<file path="config.mk">
export PLATFORM = sky130hd
export DESIGN_NAME = note_sequencer_flat
export DESIGN_NICKNAME = d
export VERILOG_FILES = /design/src/rtl/audio_pkg.sv /design/src/rtl/note_sequencer_if.sv /design/src/rtl/note_fifo.sv /design/src/rtl/note_sequencer.sv /design/src/flat_wrapper.sv
export SDC_FILE = /design/constraint.sdc
export NUM_CORES = 1
export LEC_CHECK = 0
export CORE_AREA = 2 2 154 156
export CTS_CLUSTER_DIAMETER = 100
export DETAILED_ROUTE_END_ITERATION = 6
export DIE_AREA = 0 0 156 158
export PLACE_DENSITY = 0.78
export SYNTH_ARGS = -nofsm -noshare
export SYNTH_HDL_FRONTEND = slang
export SYNTH_SLANG_ARGS = --single-unit
</file>
<file path="constraint.sdc">
create_clock -name clock -period 5.5 [get_ports clock]
set_input_delay 1.1 -clock clock [delete_from_list [all_inputs] [get_ports clock]]
set_output_delay 1.1 -clock clock [all_outputs]
set_load 0.02 [all_outputs]
</file>
<file path="src/rtl/audio_pkg.sv">
// audio_pkg: shared types, field layout and timing constants for the note sequencer
package audio_pkg;
  typedef enum logic [1:0] {IDLE, LOAD, PLAY, GAP} state_t;
  localparam int FREQ_W = 12;
  localparam int DUR_W = 16;
  localparam int FREQ_LSB = 0;
  localparam int DUR_LSB = 12;
  localparam int ENTRY_W = FREQ_W + DUR_W;
  localparam int GAP_MS = 10;
  function automatic logic [FREQ_W-1:0] entry_freq(input logic [ENTRY_W-1:0] e);
    return e[FREQ_LSB +: FREQ_W];
  endfunction
  function automatic logic [DUR_W-1:0] entry_dur(input logic [ENTRY_W-1:0] e);
    return e[DUR_LSB +: DUR_W];
  endfunction
endpackage

</file>
<file path="src/rtl/note_sequencer_if.sv">
// note_sequencer_if: CPU write side and tone-generator side of the note sequencer
interface note_sequencer_if;
  import audio_pkg::*;
  logic wr_en;
  logic [31:0] wr_data;
  logic stop;
  logic [FREQ_W-1:0] freq_out;
  logic note_active;
  logic full;
  logic empty;
  logic overflow;
  modport master(output wr_en, wr_data, stop, input freq_out, note_active, full, empty, overflow);
  modport slave(input wr_en, wr_data, stop, output freq_out, note_active, full, empty, overflow);
endinterface

</file>
<file path="src/rtl/note_fifo.sv">
// note_fifo: synchronous FIFO with flush and same-cycle push/pop when full
module note_fifo #(
  parameter int W = 28,
  parameter int DEPTH = 8
) (
  input  logic         clock,
  input  logic         reset,
  input  logic         flush,
  input  logic         push,
  input  logic         pop,
  input  logic [W-1:0] din,
  output logic [W-1:0] dout,
  output logic         full,
  output logic         empty,
  output logic         single
);
  localparam int AW = $clog2(DEPTH);
  logic [W-1:0] mem [DEPTH];
  logic [AW:0] wp, rp, used;
  assign used = wp - rp;
  assign full = used == (AW+1)'(DEPTH);
  assign empty = used == '0;
  assign single = used == (AW+1)'(1);
  assign dout = mem[rp[AW-1:0]];
  // pointers carry an extra wrap bit so full and empty are distinguishable
  always_ff @(posedge clock) begin
    if (reset || flush) begin
      wp <= '0;
      rp <= '0;
    end else begin
      wp <= push ? wp + (AW+1)'(1) : wp;
      rp <= pop ? rp + (AW+1)'(1) : rp;
    end
  end
  // storage write; the caller only pushes into a full queue when it also pops
  always_ff @(posedge clock) begin
    if (push) mem[wp[AW-1:0]] <= din;
  end
endmodule

</file>
<file path="src/rtl/note_sequencer.sv">
// note_sequencer: queues (freq, duration) commands and plays them in order; NOTE_SEQ_GAP_EN adds a 10 ms silence after each note
module note_sequencer import audio_pkg::*; #(
  parameter int CLK_FREQ_HZ = 50_000_000,
  parameter int FIFO_DEPTH = 8
) (
  input logic clock,
  input logic reset,
  note_sequencer_if.slave bus
);
  localparam int TC = CLK_FREQ_HZ / 1000;
  localparam int CW = $clog2(TC + 1);
  state_t state, state_nx;
  logic [CW-1:0] cnt;
  logic [DUR_W-1:0] ms_left;
  logic [FREQ_W-1:0] freq;
  logic [ENTRY_W-1:0] head;
  logic full, empty, single, pop, push, timing, tick, last_ms, zero_dur, load_ok, overflow;
  logic unused;
  assign unused = &{1'b0, bus.wr_data[31:ENTRY_W]};
  assign push = bus.wr_en && (!full || pop) && !bus.stop;
  assign timing = state == PLAY || state == GAP;
  assign tick = timing && cnt == CW'(TC - 1);
  assign last_ms = tick && ms_left == DUR_W'(1);
  assign zero_dur = entry_dur(head) == '0;
  assign load_ok = state == LOAD && !zero_dur;
  note_fifo #(.W(ENTRY_W), .DEPTH(FIFO_DEPTH)) u_fifo (
    .clock(clock), .reset(reset), .flush(bus.stop), .push(push), .pop(pop),
    .din(bus.wr_data[ENTRY_W-1:0]), .dout(head), .full(full), .empty(empty), .single(single)
  );
  // state register
  always_ff @(posedge clock) begin
    state <= reset ? IDLE : state_nx;
  end
  // next state; a skipped zero-length note chains straight into the next load
  always_comb begin
    state_nx = bus.stop ? IDLE :
               state == IDLE ? (empty ? IDLE : LOAD) :
               state == LOAD ? (zero_dur ? ((!single || push) ? LOAD : IDLE) : PLAY) :
               state == PLAY ? PLAY :
               (last_ms ? (empty ? IDLE : LOAD) : GAP);
    if (state == PLAY && last_ms && !bus.stop) begin
`ifdef NOTE_SEQ_GAP_EN
      state_nx = GAP;
`else
      state_nx = empty ? IDLE : LOAD;
`endif
    end
  end
  // state-decoded outputs
  always_comb begin
    pop = state == LOAD && !bus.stop;
    bus.note_active = state == PLAY;
  end
  // millisecond prescaler; restarts on every PLAY/GAP entry so no partial tick carries over
  always_ff @(posedge clock) begin
    cnt <= (reset || bus.stop || !timing || state_nx != state || tick) ? '0 : cnt + CW'(1);
  end
  // frequency and remaining-time registers; freq holds through LOAD so back-to-back notes do not glitch
  always_ff @(posedge clock) begin
    if (reset || bus.stop) begin
      freq <= '0;
      ms_left <= '0;
    end else begin
      freq <= (state_nx == IDLE || state_nx == GAP) ? '0 : load_ok ? entry_freq(head) : freq;
      ms_left <= load_ok ? entry_dur(head) :
                 (state == PLAY && last_ms) ? DUR_W'(GAP_MS) :
                 tick ? ms_left - DUR_W'(1) : ms_left;
    end
  end
  // sticky flag for writes lost to a full queue
  always_ff @(posedge clock) begin
    overflow <= reset ? 1'b0 : (overflow || (bus.wr_en && full && !pop && !bus.stop));
  end
  assign bus.freq_out = freq;
  assign bus.full = full;
  assign bus.empty = empty;
  assign bus.overflow = overflow;
endmodule
</file>
<file path="src/flat_wrapper.sv">
// flat-port wrapper written by rule: the top's interface ports become plain ports
module note_sequencer_flat import audio_pkg::*;
#(
  parameter int CLK_FREQ_HZ = 50_000_000,
  parameter int FIFO_DEPTH = 8
)
  (clock, reset, bus_wr_en, bus_wr_data, bus_stop, bus_freq_out, bus_note_active, bus_full, bus_empty, bus_overflow);
  note_sequencer_if bus_i ();
  input logic clock;
  input logic reset;
  input wire logic [$bits(bus_i.wr_en)-1:0] bus_wr_en;
  input wire logic [$bits(bus_i.wr_data)-1:0] bus_wr_data;
  input wire logic [$bits(bus_i.stop)-1:0] bus_stop;
  output wire logic [$bits(bus_i.freq_out)-1:0] bus_freq_out;
  output wire logic [$bits(bus_i.note_active)-1:0] bus_note_active;
  output wire logic [$bits(bus_i.full)-1:0] bus_full;
  output wire logic [$bits(bus_i.empty)-1:0] bus_empty;
  output wire logic [$bits(bus_i.overflow)-1:0] bus_overflow;
  assign bus_i.wr_en = bus_wr_en;
  assign bus_i.wr_data = bus_wr_data;
  assign bus_i.stop = bus_stop;
  assign bus_freq_out = bus_i.freq_out;
  assign bus_note_active = bus_i.note_active;
  assign bus_full = bus_i.full;
  assign bus_empty = bus_i.empty;
  assign bus_overflow = bus_i.overflow;
  note_sequencer #(.CLK_FREQ_HZ(CLK_FREQ_HZ), .FIFO_DEPTH(FIFO_DEPTH)) u_core (.clock(clock), .reset(reset), .bus(bus_i));
endmodule
</file>
==> flow_metrics.tcl <==
set metrics [dict create \
    status "finished clean" \
    rsz0062_at_grt "no" \
    grt_pass1_wl_um 35100 \
    setup_tns_ps 0 \
    ys_seq_elements 282 \
    initial_core_util_pct 49.4 \
    dieWidth_um 156 \
    cp.arrival_ps 3410 \
    start_kind "register" \
    timing.final.ws_setup_ps 989 \
    hold_depth 1 \
    fp.dieH_um 158 \
    cp.required_ps 4400 \
    diodes 0 \
    synth_xor_xnor_area_share_pct 1.77 \
    ys_top_cells_by_area "edfxtp_1 59%, mux4_2 11%, dfxtp_1 10%" \
    synth_area_um2 11400 \
    cts_resized 0 \
    gp_congestion 0.848 \
    highest_layer "met5" \
    synth-main-ff-cell "edfxtp_1" \
    hold_violations 0 \
    ys_seq_area_share_pct 69.2 \
    grt_max_degree 44 \
    fin_crit_sh_pct 82.0 \
    cts_buffer_depth 3 \
    peakVddDrop_uv 207 \
    syn-mean-instance-area_um2 16.6 \
    syn_to_final_growth_pct 15.8 \
    drc_errors 0 \
    synth_edf_count 224 \
    postCtsSetupBuffers 0 \
    yosys.area.top_type_share_pct 59.0 \
    cts_tree "yes" \
    rr_worst_depth 7 \
    syn_nets 730 \
    max_freq_mhz 222 \
    die_area_um2 24600 \
    synth.area.mux_share_pct 13.9 \
    power.density_nw_per_um2 324 \
    grt_pass1_vias 6257 \
    cts_hold_buf 0 \
    wl_met1_um 9620 \
    ys_types 62 \
    p_leak_nw 4.05 \
    wl_per_cell_um 20.9 \
    gr-total-overflow 0 \
    core-area_um2 23100 \
    final.fill_count 1680 \
    path_class "register to output pin" \
    post_drt_via_cell_ratio 5.83 \
    maxSlewViolCount 0 \
    synth_compound_area_share_pct 4.76 \
    synth_top_cell_by_area "edfxtp_1" \
    cp-end-kind "output pin" \
    maxCapViolations 0 \
    drtIter0Drc 527 \
    ant_nets 0 \
    gr-usage-all-layers_pct 18.6 \
    io_pins 52 \
    h-tree-depth 1 \
    hpwlAfterDp_um 13500 \
    cts.sinks 282 \
    clk_pin_slew_ps 60 \
    rows 56 \
    synth_top_family_by_area "multiplexers" \
    critPathLaunch "u_core.u_fifo.wp[0]" \
    synthCells 685 \
    async_flop_share_pct 0 \
    setup_viol 0 \
    cts_root_buf "clkbuf_16" \
    skew_ps 26.7 \
    synth_warnings 0 \
    drive_above_1_share_pct 19.6 \
    synth-simple-area-share_pct 7.74 \
    hold_class "register to register" \
    layout.nets 797 \
    numPortBuffers 47 \
    wl_um 22200 \
    antenna_found_initial 1 \
    whs_ps 447 \
    vias 6207 \
    hold_start "u_core.cnt[0]" \
    worstMarginPinSlew_ps 905 \
    crit_fanout 7 \
    firstDrtPassIters 5 \
    clk_latency_ps 540 \
    wl_met3_um 1230 \
    synth-adder-area-share_pct 1.05 \
    wl_met2_um 10900 \
    slew_headroom_pct 39.7 \
    p_total_mw 4.28 \
    pre_cts_ws_ps 1470 \
    min_period_ps 4510 \
    cts_buffers 28 \
]
==> where the power goes <==
part / leakage [nW] / total, mW / switching, mW / internal, mW
clock network: 0.429 / 1.82 / 0.763 / 1.05
registers: 2.49 / 2.32 / 0.00868 / 2.31
logic: 1.13 / 0.138 / 0.0790 / 0.0586
total: 4.05 / 4.28 / 0.851 / 3.43
==> final cells by class <==
cell class	count	area, µm²	share of cell area, %
sequential	282	7890	59.8
timing repair buffer	66	613	4.64
inverter	13	48.8	0.370
tap	290	363	2.75
clock buffer	38	748	5.67
multi-input combinational	361	3390	25.7
clock inverter	14	140	1.06
==> flip-flops by register name (all words and copies together), names as in the netlist, named ones only <==
signal and cells:
u_core.bus.freq_out 12, u_core.state 2, u_core.cnt 16, u_core.u_fifo.mem 224, u_core.bus.overflow 1, u_core.ms_left 16
u_core.u_fifo.wp 4, u_core.u_fifo.rp 4
==> routing by layer <==
| metal | GRT usage (%) | vias to the layer above |
|---|---|---|
| li1 | - | 2853 |
| met1 | 25.3 | 3140 |
| met2 | 31.2 | 177 |
| met3 | 2.98 | 35 |
| met4 | 5.68 | 2 |
| met5 | 0 | - |
==> worst max-delay path, stage by stage (launching register included) <==
cell and delay [ps]:
dfxtp_1 490, inv_1 110, ha_1 220, inv_1 80, fa_1 410, or3b_2 490
or3_1 360, inv_1 110, clkdlybuf4s50_1 600
==> cell families (layout without fill, tap and decap cells) <==
kind of cell,count (synthesis),count (layout)
AOI/OAI and AO/OA,70,70
xor gates and xnor gates,23,23
adders and majority gates,9,9
buffers and inverters,42,131
and+or+nand+nor,172,172
DFF,282,282
muxes,87,87
==> stage by stage <==
stage	util, %	cells	instance area [µm²]
6_report	57.3	1064	13200
5_1_grt	57.3	1064	13200
4_1_cts	57.3	1064	13200
3_5_place_dp	53.4	1012	12300
3_3_place_gp	53.4	1012	12300
2_1_floorplan	-	685	11400
==> cells in the final DEF (no fill, tap or decap), drive strengths merged, types with 2 or more instances in the layout <==
cell,n
edfxtp,224
nor2,59
dfxtp,58
mux4,56
clkdlybuf4s50,47
clkbuf,38
nand2,25
mux2i,23
buf,19
a21oi,19
nor3,17
inv,14
o21ai,14
xor2,13
nand3,12
a2111oi,12
xnor2,10
nor4,9
clkinv,9
or3,8
ha,8
mux2,8
nand4,7
a211oi,7
or4,6
and3,5
nand2b,5
nor2b,5
nand3b,3
or3b,3
o31ai,2
a31oi,2
and4,2
bufinv,2
clkinvlp,2
==> synthesized netlist by cell type, drive strengths merged (2+ instances only) <==
| library cell | count |
|---|---|
| a31oi | 2 |
| clkbuf | 15 |
| o21ai | 14 |
| nand2b | 5 |
| nand3 | 12 |
| or4 | 6 |
| nor2b | 5 |
| buf | 14 |
| a2111oi | 12 |
| mux2i | 23 |
| mux4 | 56 |
| or3b | 3 |
| nand2 | 25 |
| nand4 | 7 |
| nor2 | 59 |
| a21oi | 19 |
| edfxtp | 224 |
| nand3b | 3 |
| o31ai | 2 |
| nor4 | 9 |
| or3 | 8 |
| a211oi | 7 |
| mux2 | 8 |
| nor3 | 17 |
| dfxtp | 58 |
| ha | 8 |
| and4 | 2 |
| xor2 | 13 |
| inv | 13 |
| and3 | 5 |
| xnor2 | 10 |
==> final timing paths <==
kind                            end  slack, ps
max reg2reg  u_core.bus.freq_out[8]       1510
min                   u_core.cnt[0]        450
min reg2reg           u_core.cnt[0]        450
max                       bus_empty        990
Note: power is estimated with default switching activity, not from simulation.
